--- src/rtl/btb_2way.sv ---
// 2-way set-associative branch target buffer for the fetch-stage next-PC mux.
// Lookup is combinational on PC_F; training arrives from EX and is written on
// the rising clock edge. One LRU bit per set names the victim way.
// Ports:
//   clk, rst (async active-low)
//   lookup_en_F, PC_F           -> hit_F, target_F (combinational)
//   update_en_EX, PC_EX, target_EX, taken_EX  (training from EX)
//   flush_all                   synchronous invalidate of every entry
//   hits_cnt, lookups_cnt       saturating 16-bit statistics (registered)
module btb_2way #(
  parameter int unsigned WIDTH = 32,
  parameter int unsigned SETS  = 16
) (
  input  logic             clk,
  input  logic             rst,
  input  logic             lookup_en_F,
  input  logic [WIDTH-1:0] PC_F,
  output logic             hit_F,
  output logic [WIDTH-1:0] target_F,
  input  logic             update_en_EX,
  input  logic [WIDTH-1:0] PC_EX,
  input  logic [WIDTH-1:0] target_EX,
  input  logic             taken_EX,
  input  logic             flush_all,
  output logic [15:0]      hits_cnt,
  output logic [15:0]      lookups_cnt
);

  localparam int unsigned IDX_W = $clog2(SETS);
  localparam int unsigned TAG_W = WIDTH - IDX_W - 2;
  localparam logic [15:0] CNT_MAX = 16'hFFFF;

  // Valid and LRU state is reset; tag/target arrays are qualified by valid.
  logic [SETS-1:0]  vld0_q, vld1_q, lru_q;
  logic [TAG_W-1:0] tag0_q [SETS];
  logic [TAG_W-1:0] tag1_q [SETS];
  logic [WIDTH-1:0] tgt0_q [SETS];
  logic [WIDTH-1:0] tgt1_q [SETS];

  logic [IDX_W-1:0] lk_idx, up_idx;
  logic [TAG_W-1:0] lk_tag, up_tag;
  logic             lk_m0, lk_m1;
  logic             up_m0, up_m1;
  logic             wr_en;
  logic             wr_way;

  // Byte offset bits never take part in indexing or tagging.
  logic unused_pc_lsbs;
  assign unused_pc_lsbs = ^{PC_F[1:0], PC_EX[1:0]};

  // Fetch-side lookup; way0 wins should both ways ever match.
  always_comb begin
    lk_idx   = PC_F[IDX_W+1:2];
    lk_tag   = PC_F[WIDTH-1:IDX_W+2];
    lk_m0    = vld0_q[lk_idx] && (tag0_q[lk_idx] == lk_tag);
    lk_m1    = vld1_q[lk_idx] && (tag1_q[lk_idx] == lk_tag);
    hit_F    = lookup_en_F && (lk_m0 || lk_m1);
    target_F = '0;
    if (lookup_en_F) begin
      if (lk_m0)      target_F = tgt0_q[lk_idx];
      else if (lk_m1) target_F = tgt1_q[lk_idx];
    end
  end

  // EX-side training: choose the way to write, or none.
  always_comb begin
    up_idx = PC_EX[IDX_W+1:2];
    up_tag = PC_EX[WIDTH-1:IDX_W+2];
    up_m0  = vld0_q[up_idx] && (tag0_q[up_idx] == up_tag);
    up_m1  = vld1_q[up_idx] && (tag1_q[up_idx] == up_tag);
    wr_en  = update_en_EX && taken_EX && !flush_all;
    wr_way = 1'b0;
    if (up_m0)               wr_way = 1'b0;
    else if (up_m1)          wr_way = 1'b1;
    else if (!vld0_q[up_idx]) wr_way = 1'b0;
    else if (!vld1_q[up_idx]) wr_way = 1'b1;
    else                     wr_way = lru_q[up_idx];
  end

  // Valid / LRU state; flush beats a coincident update.
  always_ff @(posedge clk or negedge rst) begin
    if (!rst) begin
      vld0_q <= '0;
      vld1_q <= '0;
      lru_q  <= '0;
    end else if (flush_all) begin
      vld0_q <= '0;
      vld1_q <= '0;
      lru_q  <= '0;
    end else if (wr_en) begin
      if (wr_way) vld1_q[up_idx] <= 1'b1;
      else        vld0_q[up_idx] <= 1'b1;
      lru_q[up_idx] <= ~wr_way;
    end
  end

  // Tag / target payload arrays.
  always_ff @(posedge clk) begin
    if (wr_en) begin
      if (wr_way) begin
        tag1_q[up_idx] <= up_tag;
        tgt1_q[up_idx] <= target_EX;
      end else begin
        tag0_q[up_idx] <= up_tag;
        tgt0_q[up_idx] <= target_EX;
      end
    end
  end

  // Saturating lookup / hit statistics; untouched by flush.
  always_ff @(posedge clk or negedge rst) begin
    if (!rst) begin
      hits_cnt    <= '0;
      lookups_cnt <= '0;
    end else begin
      if (lookup_en_F && (lookups_cnt != CNT_MAX)) lookups_cnt <= lookups_cnt + 16'd1;
      if (hit_F && (hits_cnt != CNT_MAX))          hits_cnt    <= hits_cnt + 16'd1;
    end
  end

endmodule

--- config.mk ---
export PLATFORM = sky130hd
export DESIGN_NAME = btb_2way
export DESIGN_NICKNAME = d
export VERILOG_FILES = /design/src/rtl/btb_2way.sv
export SDC_FILE = /design/constraint.sdc
export NUM_CORES = 2
export LEC_CHECK = 0
export CORE_ASPECT_RATIO = 1.25
export CORE_MARGIN = 4
export CORE_UTILIZATION = 40
export DETAILED_ROUTE_END_ITERATION = 8
export GPL_ROUTABILITY_DRIVEN = 0
export PLACE_DENSITY = 0.68
export SLEW_MARGIN = 20
export SYNTH_ARGS = -nofsm -noshare
export SYNTH_HDL_FRONTEND = slang
export SYNTH_SLANG_ARGS = --single-unit
--- constraint.sdc ---
create_clock -name clk -period 6.4 [get_ports clk]
set_input_delay 0.64 -clock clk [delete_from_list [all_inputs] [get_ports clk]]
set_output_delay 0.64 -clock clk [all_outputs]
set_load 0.01 [all_outputs]
==> flow_summary.yaml <==
sta:
  hold_ws_ps: 332.9
  rsz0062_at_grt: "false"
  finalMaxSlewViolations: 0
  setup_viol: 0
  finalHoldViolCount: 0
  setup_tns_ps: 0
  fin_worst_skew_ps: 38.39
  timing.slew.headroom: 0.2655
  worst_pin_slew_ps: 1074
  period_share: 0.9854
  post-route-min-period_ps: 6306
  max_freq_mhz: 158.6
routing:
  drt_iter0_drc: 6120
  dr_wl_met3_mm: 21.88
  drc_errors: 0
  drtPass1Iterations: 9
  dr_wl_met2_mm: 110.0
  wl_per_cell_um: 32.14
  top_layer: "met5"
  drt-total-wl_mm: 226.2
  ant_nets: 0
  viasPerCell: 6.170
  vias: 43410
  met1Wirelength_mm: 85.97
worst_setup_path:
  r2r_slack_ps: 1600
  cp-endpoint: "target_F[20]"
  worstSetupPathType: "in -> out"
  crit_top_cell: "mux2i_1"
  cp_max_fo: 42
  r2r_start: "tag1_q[15][0]$_DFFE_PP_"
  slowest_delay_ps: 650
  cp.depth: 13
  cp.required_ps: 5760
  startpoint: "PC_F[3]"
  critical-path-top-delay-family: "buffers and inverters"
  critPathSlowestCell: "mux2i_1"
  r2r_cells: 13
  reg2reg_to: "tgt0_q[4][14]$_DFFE_PP_"
  cp-start-kind: "input pin"
  cp_cell_sequence: "buf_8, buf_4, mux4_2, mux2i_1, mux2i_1, xnor2_1, nand4_1, nor4_2, and3b_4, buf_12, mux2i_1, nor2_1, clkdlybuf4s50_1"
  worst-path-buf-inv: 4
  arrival_ps: 5670
  end_kind: "output port"
synth:
  synth.cell_area_um2: 81890
  yosysWarnings: 0
  synth_edf_count: 1856
  synth_ff_type: "edfxtp_1"
  avgSynthCellArea_um2: 21.67
  synth_fp_nets: 3883
  yosys.area.top_type_share: 0.6806
  yosys_register_bits: 1936
  syn_inst: 3779
  ys_seq_area_frac: 0.7051
  synth.distinct_cells: 65
  yosysTopAreaCell: "edfxtp_1"
  synthTopCellsByArea: "edfxtp_1 (68%), mux4_2 (21%), dfrtp_1 (2.4%)"
  async_reset_ff_frac: 0.04132
floorplan:
  start_util: 0.4025
  die_w_um: 412.7
  io_pins: 167
  dieArea_um2: 212100
  fp.dieH_um: 513.9
  rows: 185
  core-area_um2: 203500
power_and_ir_drop:
  report.power.total_uw: 26730
  power_density_nw_per_um2: 281.0
  peakVddDrop_v: 0.0002791
  leakagePower_uw: 0.02990
clock_network:
  path_clk_slew_ps: 60
  cts.htree.levels: 4
  clk_latency_ps: 850
  clockRootBuffer: "clkbuf_16"
  cts_buffers: 196
  cts_tree: "yes"
  clock_path_buffers: 3
  cts_setup_buffers: 0
  cts.sinks: 1936
run:
  maxCapViolCount: 0
global_routing:
  antenna_found_initial: 13
  grt_use_total: 0.2121
  grt-ovfl-total: 0
  grt_max_degree: 86
  grt_first_pass_wirelength_mm: 323.1
  grt_pass1_vias: 44410
placement:
  port_buffers: 162
  place_hpwl_mm: 133.0
finish:
  nets: 4265
  drive_gt1_frac: 0.3158
  syn_to_final_growth_pct: 16.19
status:
  status: "finished, final reports clean"
hold_path:
  hold_path_class: "in -> reg"
synth_stat cells (3+ instances only):
cell / n
and2_1: 4
or2_2: 4
buf_1: 27
o22ai_1: 15
mux2i_1: 110
a21oi_1: 50
or3_1: 4
buf_6: 10
nor4_1: 20
xnor2_1: 76
a31oi_1: 8
mux2_2: 4
buf_2: 76
nand4_1: 24
nand2b_1: 9
nor2_1: 139
a22o_1: 9
nand2_1: 51
and4_1: 3
nand3_1: 15
o21ai_0: 13
inv_1: 11
buf_4: 14
a22oi_1: 58
o2111ai_1: 5
or4_1: 3
nor3_1: 45
mux4_2: 777
a221oi_1: 22
a211oi_1: 3
xor2_1: 29
dfrtp_1: 80
and3_1: 36
clkbuf_1: 104
o211ai_1: 5
nor2b_1: 7
o21a_1: 19
edfxtp_1: 1856
layout by cell type, fill, tap and decap left out, types with 6 or more instances in the layout:
cell	instances
o21ai_0	12
dfrtp_1	80
mux4_2	777
o21a_1	19
nand2b_1	9
nor4_1	18
a221oi_1	22
a22oi_1	58
clkinv_16	7
nor3_2	10
xor2_1	29
a31oi_1	8
clkinv_1	54
buf_12	81
buf_2	7
nor3_4	6
a22o_1	9
o22ai_1	15
edfxtp_1	1856
buf_4	173
a21oi_1	50
nor2_4	17
and3_1	36
clkbuf_16	197
clkdlybuf4s50_1	148
clkinv_2	38
xnor2_1	76
clkbuf_1	41
nor2_1	122
nor3_1	29
bufinv_16	8
nand4_1	24
nand2_1	51
inv_1	11
nand3_1	15
mux2i_1	110
state kept, by name, summed over array words and instances, names as in the netlist:
register and flops:
tag1_q 416, vld1_q 16, vld0_q 16, tgt0_q 512, hits_cnt 16, lru_q 16
lookups_cnt 16, tgt1_q 512, tag0_q 416
per-stage QoR:
step                cell area, µm²  instances  utilization  setup slack [ps]
floorplan                    81920       3779            -             -1637
global placement             89020       6673       0.4375            -164.3
detailed placement           89020       6673       0.4375            -141.0
CTS                          95160       7034       0.4677             52.70
global route                 95140       7034       0.4676             33.94
finish                       95150       7036       0.4676             93.64
area by class of cell:
class,count,area (µm²)
tap,2711,3392
clock inverter,120,1010
inverter,14,60.06
timing repair buffer,416,4532
sequential,1936,57740
antenna,2,5.005
multi-input combinational,1597,23300
clock buffer,240,5111
fill,16520,108300
kinds of logic after synthesis:
kind of cell / share of synthesized area
XOR/XNOR: 0.01123
AO/OA/AOI/OAI: 0.01898
multiplexers: 0.2278
AND/OR/NAND/NOR: 0.02246
buffers and inverters: 0.01413
adder cells (fa/ha/maj): 0.0003055
flip-flops: 0.7051
per-layer routing:
layer	global-route usage	up-vias
met4	0.07366	6
met5	0	-
li1	-	17090
met1	0.2912	23270
met2	0.3415	2566
met3	0.04028	482
power by group:
group | switching [µW] | leakage (µW) | internal (µW)
logic | 1030 | 0.00914 | 796
registers | 36.7 | 0.0178 | 13900
clock network | 4890 | 0.00298 | 6040
repair_timing:
| item | CTS | global route |
|---|---|---|
| hold buffers | 1 | 0 |
| endpoints found under the hold margin | 80 | 0 |
| resized for setup | 1 | 0 |
| endpoints found under the setup margin | 8 | 0 |
worst register-to-register path, cell delays in order (launching register included):
cell,delay [ps]
edfxtp_1,390
mux4_2,480
a22oi_1,280
a21oi_1,110
nor4_1,760
buf_4,240
nand4_1,210
nor4_1,640
o21ai_4,290
nand2_1,140
buf_4,440
nor2_4,100
buf_12,210
buf_4,270
worst min-delay path by stage:
stage,from,endpoint,cells after the start
after floorplan,rst,hits_cnt[0]$_DFFE_PN0P_,0
after global placement,hits_cnt[9]$_DFFE_PN0P_,hits_cnt[9]$_DFFE_PN0P_,1
after detailed placement,lookups_cnt[4]$_DFFE_PN0P_,lookups_cnt[4]$_DFFE_PN0P_,1
after CTS,flush_all,vld0_q[11]$_DFFE_PN0P_,3
after global routing,target_EX[14],tgt1_q[14][14]$_DFFE_PP_,1
final,target_EX[14],tgt1_q[14][14]$_DFFE_PP_,1
No activity file was read; power rests on OpenSTA's default activity.
